[config.mk]
export PLATFORM = sky130hd
export DESIGN_NAME = mem_port_arbiter_flat
export DESIGN_NICKNAME = d
export VERILOG_FILES = /design/src/rtl/mem_port_arbiter_if.sv /design/src/rtl/mem_port_arbiter.sv /design/src/flat_wrapper.sv
export SDC_FILE = /design/constraint.sdc
export NUM_CORES = 1
export LEC_CHECK = 0
export ABC_CLOCK_PERIOD_IN_PS = 2700
export CORE_MARGIN = 5
export CORE_UTILIZATION = 43
export CTS_BUF_LIST = sky130_fd_sc_hd__clkbuf_8 sky130_fd_sc_hd__clkbuf_16
export CTS_CLUSTER_DIAMETER = 40
export DETAILED_ROUTE_END_ITERATION = 8
export PLACE_DENSITY_LB_ADDON = 0.08
export SLEW_MARGIN = 15
export SYNTH_ARGS = -nofsm -noshare
export SYNTH_HDL_FRONTEND = slang
export SYNTH_SLANG_ARGS = --single-unit
[constraint.sdc]
create_clock -name clk -period 2.7 [get_ports clk]
set_input_delay 0.54 -clock clk [delete_from_list [all_inputs] [get_ports clk]]
set_output_delay 0.54 -clock clk [all_outputs]
set_load 0.02 [all_outputs]
[src/rtl/mem_port_arbiter_if.sv]
// Signal bundle between the fetch stage, the data-memory stage, the arbiter and the unified memory.
// The arbiter uses the slave view; the pipeline/memory side uses the master view.
interface mem_port_arbiter_if #(
  parameter int AW = 8,
  parameter int DW = 16
);
  logic          if_req;
  logic [AW-1:0] if_addr;
  logic          if_gnt;
  logic          if_rvalid;
  logic [DW-1:0] if_rdata;
  logic          fetch_hold;

  logic          dm_req;
  logic          dm_wen_n;
  logic [AW-1:0] dm_addr;
  logic [DW-1:0] dm_wdata;
  logic          dm_gnt;
  logic          dm_rvalid;
  logic [DW-1:0] dm_rdata;

  logic          mem_en;
  logic          mem_wen_n;
  logic [AW-1:0] mem_addr;
  logic [DW-1:0] mem_wdata;
  logic [DW-1:0] mem_rdata;

  modport slave (
    input  if_req, if_addr, dm_req, dm_wen_n, dm_addr, dm_wdata, mem_rdata,
    output if_gnt, if_rvalid, if_rdata, fetch_hold,
           dm_gnt, dm_rvalid, dm_rdata,
           mem_en, mem_wen_n, mem_addr, mem_wdata
  );

  modport master (
    output if_req, if_addr, dm_req, dm_wen_n, dm_addr, dm_wdata, mem_rdata,
    input  if_gnt, if_rvalid, if_rdata, fetch_hold,
           dm_gnt, dm_rvalid, dm_rdata,
           mem_en, mem_wen_n, mem_addr, mem_wdata
  );
endinterface

[src/rtl/mem_port_arbiter.sv]
// Arbitrates the single-ported unified memory between instruction fetch and LW/SW accesses.
// Data wins by default; a run counter forces a fetch grant after DM_RUN_MAX data grants.
module mem_port_arbiter #(
  parameter int AW         = 8,
  parameter int DW         = 16,
  parameter int MEM_LAT    = 2,
  parameter int DM_RUN_MAX = 4
) (
  input logic               clk,
  input logic               rst_n,
  mem_port_arbiter_if.slave bus
);

  localparam int LW = (MEM_LAT > 1) ? $clog2(MEM_LAT) : 1;
  localparam int RW = $clog2(DM_RUN_MAX + 1);
  localparam logic [LW-1:0] LAT_LOAD = LW'(MEM_LAT - 1);
  localparam logic [RW-1:0] RUN_MAX  = RW'(DM_RUN_MAX);

  typedef enum logic [1:0] {
    IDLE     = 2'd0,
    ISSUE_IF = 2'd1,
    ISSUE_DM = 2'd2,
    WAIT_RD  = 2'd3
  } stateT;

  stateT         state;
  stateT         nextState;
  logic [RW-1:0] runCnt;
  logic [LW-1:0] latCnt;
  logic [AW-1:0] latAddr;
  logic [DW-1:0] latWdata;
  logic          latWenN;
  logic          latIsIf;
  logic [DW-1:0] ifRdataQ;
  logic [DW-1:0] dmRdataQ;
  logic          ifRvalidQ;
  logic          dmRvalidQ;
  logic          ifWins;
  logic          dmWins;
  logic          capture;

  always_ff @(posedge clk or negedge rst_n) begin
    if (!rst_n) begin
      state <= IDLE;
    end else begin
      state <= nextState;
    end
  end

  // latCnt is loaded on the grant edge so mem_rdata is sampled on the
  // MEM_LAT-th edge after the one that raises mem_en.
  always_comb begin
    ifWins    = bus.if_req && (!bus.dm_req || (runCnt == RUN_MAX));
    dmWins    = bus.dm_req && !ifWins;
    capture   = 1'b0;
    nextState = state;
    case (state)
      IDLE: begin
        if (ifWins) begin
          nextState = ISSUE_IF;
        end else if (dmWins) begin
          nextState = ISSUE_DM;
        end
      end
      ISSUE_IF: begin
        if (latCnt == '0) begin
          capture   = 1'b1;
          nextState = IDLE;
        end else begin
          nextState = WAIT_RD;
        end
      end
      ISSUE_DM: begin
        if (!latWenN) begin
          nextState = IDLE;
        end else if (latCnt == '0) begin
          capture   = 1'b1;
          nextState = IDLE;
        end else begin
          nextState = WAIT_RD;
        end
      end
      WAIT_RD: begin
        if (latCnt == '0) begin
          capture   = 1'b1;
          nextState = IDLE;
        end
      end
      default: nextState = IDLE;
    endcase
  end

  always_ff @(posedge clk or negedge rst_n) begin
    if (!rst_n) begin
      runCnt    <= '0;
      latCnt    <= '0;
      latAddr   <= '0;
      latWdata  <= '0;
      latWenN   <= 1'b1;
      latIsIf   <= 1'b0;
      ifRdataQ  <= '0;
      dmRdataQ  <= '0;
      ifRvalidQ <= 1'b0;
      dmRvalidQ <= 1'b0;
    end else begin
      ifRvalidQ <= capture && latIsIf;
      dmRvalidQ <= capture && !latIsIf;
      if (capture && latIsIf) begin
        ifRdataQ <= bus.mem_rdata;
      end
      if (capture && !latIsIf) begin
        dmRdataQ <= bus.mem_rdata;
      end

      if (state == IDLE && ifWins) begin
        latAddr <= bus.if_addr;
        latWenN <= 1'b1;
        latIsIf <= 1'b1;
        latCnt  <= LAT_LOAD;
        runCnt  <= '0;
      end else if (state == IDLE && dmWins) begin
        latAddr  <= bus.dm_addr;
        latWdata <= bus.dm_wdata;
        latWenN  <= bus.dm_wen_n;
        latIsIf  <= 1'b0;
        latCnt   <= LAT_LOAD;
        // Only a data grant that actually overtakes a waiting fetch extends the run.
        if (!bus.if_req) begin
          runCnt <= '0;
        end else if (runCnt != RUN_MAX) begin
          runCnt <= runCnt + 1'b1;
        end
      end else if (state != IDLE && latCnt != '0) begin
        latCnt <= latCnt - 1'b1;
      end
    end
  end

  assign bus.if_gnt     = (state == ISSUE_IF);
  assign bus.dm_gnt     = (state == ISSUE_DM);
  assign bus.mem_en     = (state == ISSUE_IF) || (state == ISSUE_DM);
  assign bus.mem_wen_n  = (state == ISSUE_DM) ? latWenN : 1'b1;
  assign bus.mem_addr   = latAddr;
  assign bus.mem_wdata  = latWdata;
  assign bus.if_rvalid  = ifRvalidQ;
  assign bus.dm_rvalid  = dmRvalidQ;
  assign bus.if_rdata   = ifRdataQ;
  assign bus.dm_rdata   = dmRdataQ;
  assign bus.fetch_hold = bus.if_req && !ifRvalidQ;

endmodule

[src/flat_wrapper.sv]
// flat-port wrapper written by rule: the top's interface ports become plain ports
module mem_port_arbiter_flat 
#(
  parameter int AW         = 8,
  parameter int DW         = 16,
  parameter int MEM_LAT    = 2,
  parameter int DM_RUN_MAX = 4
)
  (clk, rst_n, bus_if_req, bus_if_addr, bus_dm_req, bus_dm_wen_n, bus_dm_addr, bus_dm_wdata, bus_mem_rdata, bus_if_gnt, bus_if_rvalid, bus_if_rdata, bus_fetch_hold, bus_dm_gnt, bus_dm_rvalid, bus_dm_rdata, bus_mem_en, bus_mem_wen_n, bus_mem_addr, bus_mem_wdata);
  mem_port_arbiter_if #(.AW(AW), .DW(DW)) bus_i ();
  input logic clk;
  input logic rst_n;
  input wire logic [$bits(bus_i.if_req)-1:0] bus_if_req;
  input wire logic [$bits(bus_i.if_addr)-1:0] bus_if_addr;
  input wire logic [$bits(bus_i.dm_req)-1:0] bus_dm_req;
  input wire logic [$bits(bus_i.dm_wen_n)-1:0] bus_dm_wen_n;
  input wire logic [$bits(bus_i.dm_addr)-1:0] bus_dm_addr;
  input wire logic [$bits(bus_i.dm_wdata)-1:0] bus_dm_wdata;
  input wire logic [$bits(bus_i.mem_rdata)-1:0] bus_mem_rdata;
  output wire logic [$bits(bus_i.if_gnt)-1:0] bus_if_gnt;
  output wire logic [$bits(bus_i.if_rvalid)-1:0] bus_if_rvalid;
  output wire logic [$bits(bus_i.if_rdata)-1:0] bus_if_rdata;
  output wire logic [$bits(bus_i.fetch_hold)-1:0] bus_fetch_hold;
  output wire logic [$bits(bus_i.dm_gnt)-1:0] bus_dm_gnt;
  output wire logic [$bits(bus_i.dm_rvalid)-1:0] bus_dm_rvalid;
  output wire logic [$bits(bus_i.dm_rdata)-1:0] bus_dm_rdata;
  output wire logic [$bits(bus_i.mem_en)-1:0] bus_mem_en;
  output wire logic [$bits(bus_i.mem_wen_n)-1:0] bus_mem_wen_n;
  output wire logic [$bits(bus_i.mem_addr)-1:0] bus_mem_addr;
  output wire logic [$bits(bus_i.mem_wdata)-1:0] bus_mem_wdata;
  assign bus_i.if_req = bus_if_req;
  assign bus_i.if_addr = bus_if_addr;
  assign bus_i.dm_req = bus_dm_req;
  assign bus_i.dm_wen_n = bus_dm_wen_n;
  assign bus_i.dm_addr = bus_dm_addr;
  assign bus_i.dm_wdata = bus_dm_wdata;
  assign bus_i.mem_rdata = bus_mem_rdata;
  assign bus_if_gnt = bus_i.if_gnt;
  assign bus_if_rvalid = bus_i.if_rvalid;
  assign bus_if_rdata = bus_i.if_rdata;
  assign bus_fetch_hold = bus_i.fetch_hold;
  assign bus_dm_gnt = bus_i.dm_gnt;
  assign bus_dm_rvalid = bus_i.dm_rvalid;
  assign bus_dm_rdata = bus_i.dm_rdata;
  assign bus_mem_en = bus_i.mem_en;
  assign bus_mem_wen_n = bus_i.mem_wen_n;
  assign bus_mem_addr = bus_i.mem_addr;
  assign bus_mem_wdata = bus_i.mem_wdata;
  mem_port_arbiter #(.AW(AW), .DW(DW), .MEM_LAT(MEM_LAT), .DM_RUN_MAX(DM_RUN_MAX)) u_core (.clk(clk), .rst_n(rst_n), .bus(bus_i));
endmodule
==> impl_results.md, run 1 <==
- Outcome: complete, no violations
- Final Hold Violating Endpoints: 0
- Final worst hold slack: 0.2158 ns
- Post-Synthesis Mean Instance Area: 13.85 um^2
- Port Buf Inserts: 115
- CTS tree: yes
- Post-route antenna net violation count: 0
- Leakage power: 1.849 nW
- Setup TNS after final layout: 0 ns
- Total Nets Final: 386
- Endpoint of the most critical register-to-register path: u_core.bus.if_rdata[13]$_DFFE_PN0P_
- Post-synth EDFFs: 0
- Maximum achievable frequency: 419.0 MHz
- Final critical-path required period: 2.387 ns
- Pin count of the biggest net entering global routing: 29
- Wire length of the first global-routing pass: 11330 um
- Weighted congestion reported at the end of routability-driven placement: 0.7277
- Placeable core region: 6386 um^2
- Routed wire length: 6707 um
- Number of iterations in the first detailed-routing pass: 4
- Die Height: 91.06 um
- Switching power share of the total: 34.69%
- R2r worst-path depth: 6
- Iteration-0 DRC count of the detailed router: 50
- Setup repair bufs after CTS: 0
- Antenna cells: 0
- Clock network fraction of total power: 19.2%
- Fraction of layout instances using a drive strength above 1: 24.17%
- Share of the yosys chip area belonging to registers: 58.50%
- Cell count after synthesis: 204
- Slew Viols, Final: 0
- Sinks on the clock net: 66
- Peak VDD IR: 713.9 uV
- TritonCTS Buffers: 9
- Data arrival time of the critical path: 1.85 ns
- Crit path required time: 2.16 ns
- Multi-input combinational cell area: 1080 um^2
- Final global-route overflow total: 0
- Least setup slack across all paths after layout: 0.3132 ns
- Via-to-Cell Ratio: 5.091
- Effective utilization at floorplan: 44.24%
- Worst skew pair latency: 0.34 ns
- Maxcap violations: 0
- Share of total power in combinational logic: 49.5%
- Most used flip-flop cell after synthesis: dfrtp_1
- Slew headroom: 57.78%
- Worst Setup End Kind: output pin
- Post-synthesis register bit count: 66
- Post-Place Setup Slack: 0.3247 ns
- Net Count, Synth: 264
- Worst-Margin Slew: 0.6334 ns
- Summed instance area of the synthesized netlist: 2825 um^2
- HPWL after detailed placement: 5057 um
- Via count of the first global-routing pass: 2183
- Maximum level of the CTS H-tree: 3
- Root buffer cell: clkbuf_8
- Drc violations: 0
- Maximum buffer depth of the clock tree: 2
- Final setup violation count: 0
- Sequential fraction of design power: 31.3%
- Reg2reg start: u_core.state[0]$_DFFE_PN0P_
- Die Wd: 91.06 um
- Path class of the lowest-slack min-delay path: in -> async
- Global-route total usage across every layer: 16.99%
- Top-level port count: 116
- Clk pin slew, worst setup/hold paths: 0.08 ns
- Total number of yosys warnings: 0
- Antenna violations before repair: 0
- Area enclosed by the die boundary: 8291 um^2
- Proportion of synthesized flip-flops having asynchronous set or reset: 100.0%
- Core Rows: 29
- Sw power: 1.958 mW
- Internal Power: 3.687 mW
- Filler instances: 518
- Synthesis-to-layout area growth: 53.01%
- Setup repair after global routing missed its margin: no
- Start-to-end type of the worst setup path: reg -> out
- Footprint of the flip-flops and latches: 1653 um^2
- Worst clock skew: 0.01094 ns
- Period Utilization, post-route: 88.40%
- Worst reg2reg setup slack: 0.65 ns
- Average wire length per cell after detail routing: 16.44 um
- Vias post-DR: 2077
- Pwr Density: 1306 nW/um^2
- Synth unique cells: 37
- Element type at the critical path start: flip-flop
- Number of hold-repair buffers added at the cts stage: 0
- Largest driver fanout on the critical path: 5
- Number of gates given a new drive strength after cts: 0
## area by class of cell
type	instances	area share [%]
well taps	77	2.229
clock buffers	9	2.865
flip-flops and latches	66	38.23
repair buffers	123	27.90
inverters	6	0.5210
clock inverters	7	3.271
multi-input cells	120	24.98
## metal layers
| layer | up-vias | wire [um] | track usage (%) |
|---|---|---|---|
| li1 | 976 | - | - |
| met4 | 0 | 104 | 6.601 |
| met2 | 61 | 3504 | 28.97 |
| met3 | 9 | 319 | 3.802 |
| met5 | - | 0 | 0 |
| met1 | 1031 | 2779 | 20.93 |
## metrics by stage
step | cells | power [mW] | util (%) | cell area [um^2]
finish | 408 | 5.646 | 67.69 | 4323
global route | 408 | 5.972 | 67.69 | 4323
CTS | 408 | 5.741 | 67.69 | 4323
detailed placement | 392 | 4.633 | 63.54 | 4058
global placement | 392 | 4.567 | 63.54 | 4058
floorplan | 204 | 3.322 | - | 2825
## cell usage in the layout (no fill, tap or decap), types with 2 or more instances in the layout
master           synthesis  layout
a21oi_1                  2       2
dfrtp_1                 65      65
bufinv_16                0       4
a2bb2oi_1                2       2
nand4_1                  8       8
nor2b_1                  2       2
nand2_1                 19      19
clkbuf_8                 0       9
o211ai_1                 8       8
a21bo_2                  2       2
mux2_4                   9       9
inv_1                    6       6
ha_1                     7       7
buf_4                    0       8
clkdlybuf4s50_1          0     114
mux2_2                  39      39
nor2_1                   2       2
o21ai_0                  2       2
## cells in the mapped netlist (2+ instances only)
cell type | instances | area (um^2)
a21bo_2 | 2 | 20.02
a21oi_1 | 2 | 10.01
a2bb2oi_1 | 2 | 17.52
buf_2 | 2 | 10.01
buf_6 | 2 | 22.52
clkbuf_1 | 7 | 26.28
dfrtp_1 | 65 | 1627
ha_1 | 7 | 87.58
inv_1 | 6 | 22.52
mux2_2 | 39 | 439.2
mux2_4 | 9 | 135.1
nand2_1 | 19 | 71.32
nand4_1 | 8 | 50.05
nor2_1 | 2 | 7.510
nor2b_1 | 2 | 12.51
o211ai_1 | 8 | 60.06
o21ai_0 | 2 | 10.01
## power groups by stage
stage,clock [mW],sequential [mW],combinational [mW]
floorplan,0,2.30,1.03
global placement,0,1.77,2.80
detailed placement,0,1.79,2.84
CTS,1.12,1.77,2.85
global route,1.16,1.83,2.98
finish,1.08,1.76,2.80
## how the worst max path moves through the flow
| stage | cells after the start | end | slack [ns] | startpoint |
|---|---|---|---|---|
| floorplan | 6 | u_core.bus.dm_rdata[0]$_DFFE_PN0P_ | 0.56 | u_core.state[0]$_DFFE_PN0P_ |
| global placement | 3 | bus_fetch_hold | 0.33 | bus_if_req |
| detailed placement | 3 | bus_fetch_hold | 0.32 | bus_if_req |
| CTS | 4 | bus_mem_wen_n | 0.29 | u_core.state[0]$_DFFE_PN0P_ |
| global route | 4 | bus_mem_wen_n | 0.23 | u_core.state[0]$_DFFE_PN0P_ |
| finish | 4 | bus_mem_wen_n | 0.31 | u_core.state[0]$_DFFE_PN0P_ |
## kinds of logic after synthesis
logic type               synth area share, %
flip-flops                             58.50
multiplexers                           20.33
AND/OR/NAND/NOR                        6.688
AO/OA/AOI/OAI                          7.796
buffers and inverters                  3.587
adder cells (fa/ha/maj)                3.100
## worst max-delay path, cell delays in order, from the launching register on
cell and delay [ns]:
dfrtp_1 0.44, inv_1 0.11, ha_1 0.26, nand2b_1 0.08
clkdlybuf4s50_1 0.63
## sequential cells by signal, indices dropped and copies added (netlist names)
signal and count:
u_core.bus.dm_rvalid 1, u_core.latWenN 1, u_core.latCnt 1, u_core.bus.mem_addr 8
u_core.runCnt 3, u_core.bus.if_rvalid 1, u_core.bus.dm_rdata 16, u_core.bus.if_rdata 16
u_core.latIsIf 1, u_core.bus.mem_wdata 16, u_core.state 2
(Power assumes the default switching activity.)
==> run 2, diff against run 1 <==
PLACE_DENSITY_LB_ADDON = 0.15   (was 0.08)
==> impl_results.md, run 2 (synthesis gave the netlist of run 1 again) <==
- Outcome: complete, no violations
- Setup repair bufs after CTS: 0
- Wire length of the first global-routing pass: 11020 um
- Pwr Density: 1302 nW/um^2
- Synthesis-to-layout area growth: 51.95%
- Worst setup path start: u_core.state[0]$_DFFE_PN0P_
- Routed wire length: 6647 um
- Footprint of the flip-flops and latches: 1653 um^2
- Placeable core region: 6386 um^2
- Antenna violations before repair: 0
- Commonest non-fill, non-tap cell in the layout: clkdlybuf4s50_1
- Number of iterations in the first detailed-routing pass: 4
- HPWL after detailed placement: 4731 um
- Sw power: 1.977 mW
- Final setup violation count: 0
- Core Rows: 29
- Post-route antenna net violation count: 0
- Reg2reg start: u_core.state[0]$_DFFE_PN0P_
- TritonCTS Buffers: 9
- Area enclosed by the die boundary: 8291 um^2
- Element type at the critical path start: flip-flop
- R2r worst-path depth: 6
- Via-to-Cell Ratio: 5.047
- Least setup slack across all paths after layout: 0.3091 ns
- Peak VDD IR: 831.5 uV
- Fraction of layout instances using a drive strength above 1: 23.71%
- Top-level port count: 116
- Global-route total usage across every layer: 16.51%
- Maximum achievable frequency: 418.3 MHz
- Die Height: 91.06 um
- Effective utilization at floorplan: 44.24%
- Maximum level of the CTS H-tree: 3
- Iteration-0 DRC count of the detailed router: 74
- Sinks on the clock net: 66
- Share of total power in combinational logic: 50.0%
- Slew Viols, Final: 0
- Total Nets Final: 384
- Drc violations: 0
- Slew headroom: 44.56%
- Worst reg2reg setup slack: 0.51 ns
- Sequential fraction of design power: 31.5%
- Final global-route overflow total: 0
- Crit path required time: 2.16 ns
- Clk pin slew, worst setup/hold paths: 0.08 ns
- Switching power share of the total: 35.38%
- Largest driver fanout on the critical path: 5
- Vias post-DR: 2049
- Maximum buffer depth of the clock tree: 2
- Leakage power: 1.836 nW
- Setup TNS after final layout: 0 ns
- Number of hold-repair buffers added at the cts stage: 0
- Post-Place Setup Slack: 0.3181 ns
- Worst setup path endpoint: bus_mem_wen_n
- Internal Power: 3.612 mW
- Average wire length per cell after detail routing: 16.37 um
- Path class of the lowest-slack min-delay path: in -> async
- Endpoint of the most critical register-to-register path: u_core.bus.mem_wdata[13]$_DFFE_PN0P_
- CTS tree: yes
- Multi-input combinational cell area: 1080 um^2
- Clock network fraction of total power: 18.5%
- Worst clock skew: 0.009710 ns
- Pin count of the biggest net entering global routing: 67
- Setup repair after global routing missed its margin: no
- Port Buf Inserts: 115
- Worst skew pair latency: 0.34 ns
- Number of gates given a new drive strength after cts: 0
- Maxcap violations: 0
- Final critical-path required period: 2.391 ns
- Weighted congestion reported at the end of routability-driven placement: 0.8179
- Root buffer cell: clkbuf_8
- Antenna cells: 0
- Period Utilization, post-route: 88.55%
- Highest-count cells in the layout ignoring fill and taps: 114 x clkdlybuf4s50_1, 65 x dfrtp_1, 39 x mux2_2, 19 x nand2_1, 10 x clkbuf_8
- Filler instances: 510
- Via count of the first global-routing pass: 2125
- Data arrival time of the critical path: 1.85 ns
- Final Hold Violating Endpoints: 0
- Worst Setup End Kind: output pin
- Worst-Margin Slew: 0.8316 ns
- Die Wd: 91.06 um
- Start-to-end type of the worst setup path: reg -> out
## run 2: cell types whose count changed in the layout (fill, tap and decap cells not counted), sizes merged
cell	delta
inv	+1
clkbuf	+1
clkinvlp	-1
buf	-2
bufinv	-1
## run 2: power groups by stage
stage               sequential (mW)  clock, mW  combinational, mW
floorplan                      2.30          0               1.03
global placement               1.76          0               2.79
detailed placement             1.77          0               2.84
CTS                            1.76       1.06               2.84
global route                   1.83       1.10               2.98
finish                         1.76       1.03               2.80
## run 2: cell type report
cell class	count	area share, %
well taps	77	2.244
clock inverters	6	2.623
flip-flops and latches	66	38.50
clock buffers	10	3.206
multi-input cells	120	25.15
inverters	6	0.5246
repair buffers	121	27.75
## run 2: metrics by stage
stage	area, um^2	std cells	hold WS (ns)	utilization [%]	total power, mW
2_1_floorplan	2825	204	0.2444	-	3.322
3_3_place_gp	4043	390	0.4771	63.30	4.555
3_5_place_dp	4043	390	0.4906	63.30	4.611
4_1_cts	4293	406	0.4020	67.22	5.666
5_1_grt	4293	406	0.4592	67.22	5.919
6_report	4293	406	0.3791	67.22	5.589
## run 2: metal layers
metal,wire length [um],up-vias,track usage (%)
li1,-,976,-
met1,2965,990,21.71
met2,3131,74,26.20
met3,432,9,4.132
met4,116,0,6.601
met5,0,-,0
## run 2: how the worst min path moves through the flow
stage | end | slack [ns] | cells past startpoint
finish | u_core.bus.mem_wdata[5]$_DFFE_PN0P_ | 0.38 | 2
global route | u_core.bus.mem_wdata[5]$_DFFE_PN0P_ | 0.46 | 2
CTS | u_core.bus.mem_wdata[5]$_DFFE_PN0P_ | 0.40 | 2
detailed placement | u_core.bus.mem_addr[5]$_DFFE_PN0P_ | 0.49 | 2
global placement | u_core.bus.mem_addr[3]$_DFFE_PN0P_ | 0.48 | 2
floorplan | u_core.bus.dm_rdata[0]$_DFFE_PN0P_ | 0.24 | 0
## run 2: worst max-delay path: stages, from the launching register on
cell	delay [ns]
dfrtp_1	0.44
inv_1	0.11
ha_1	0.26
nand2b_1	0.08
clkdlybuf4s50_1	0.61
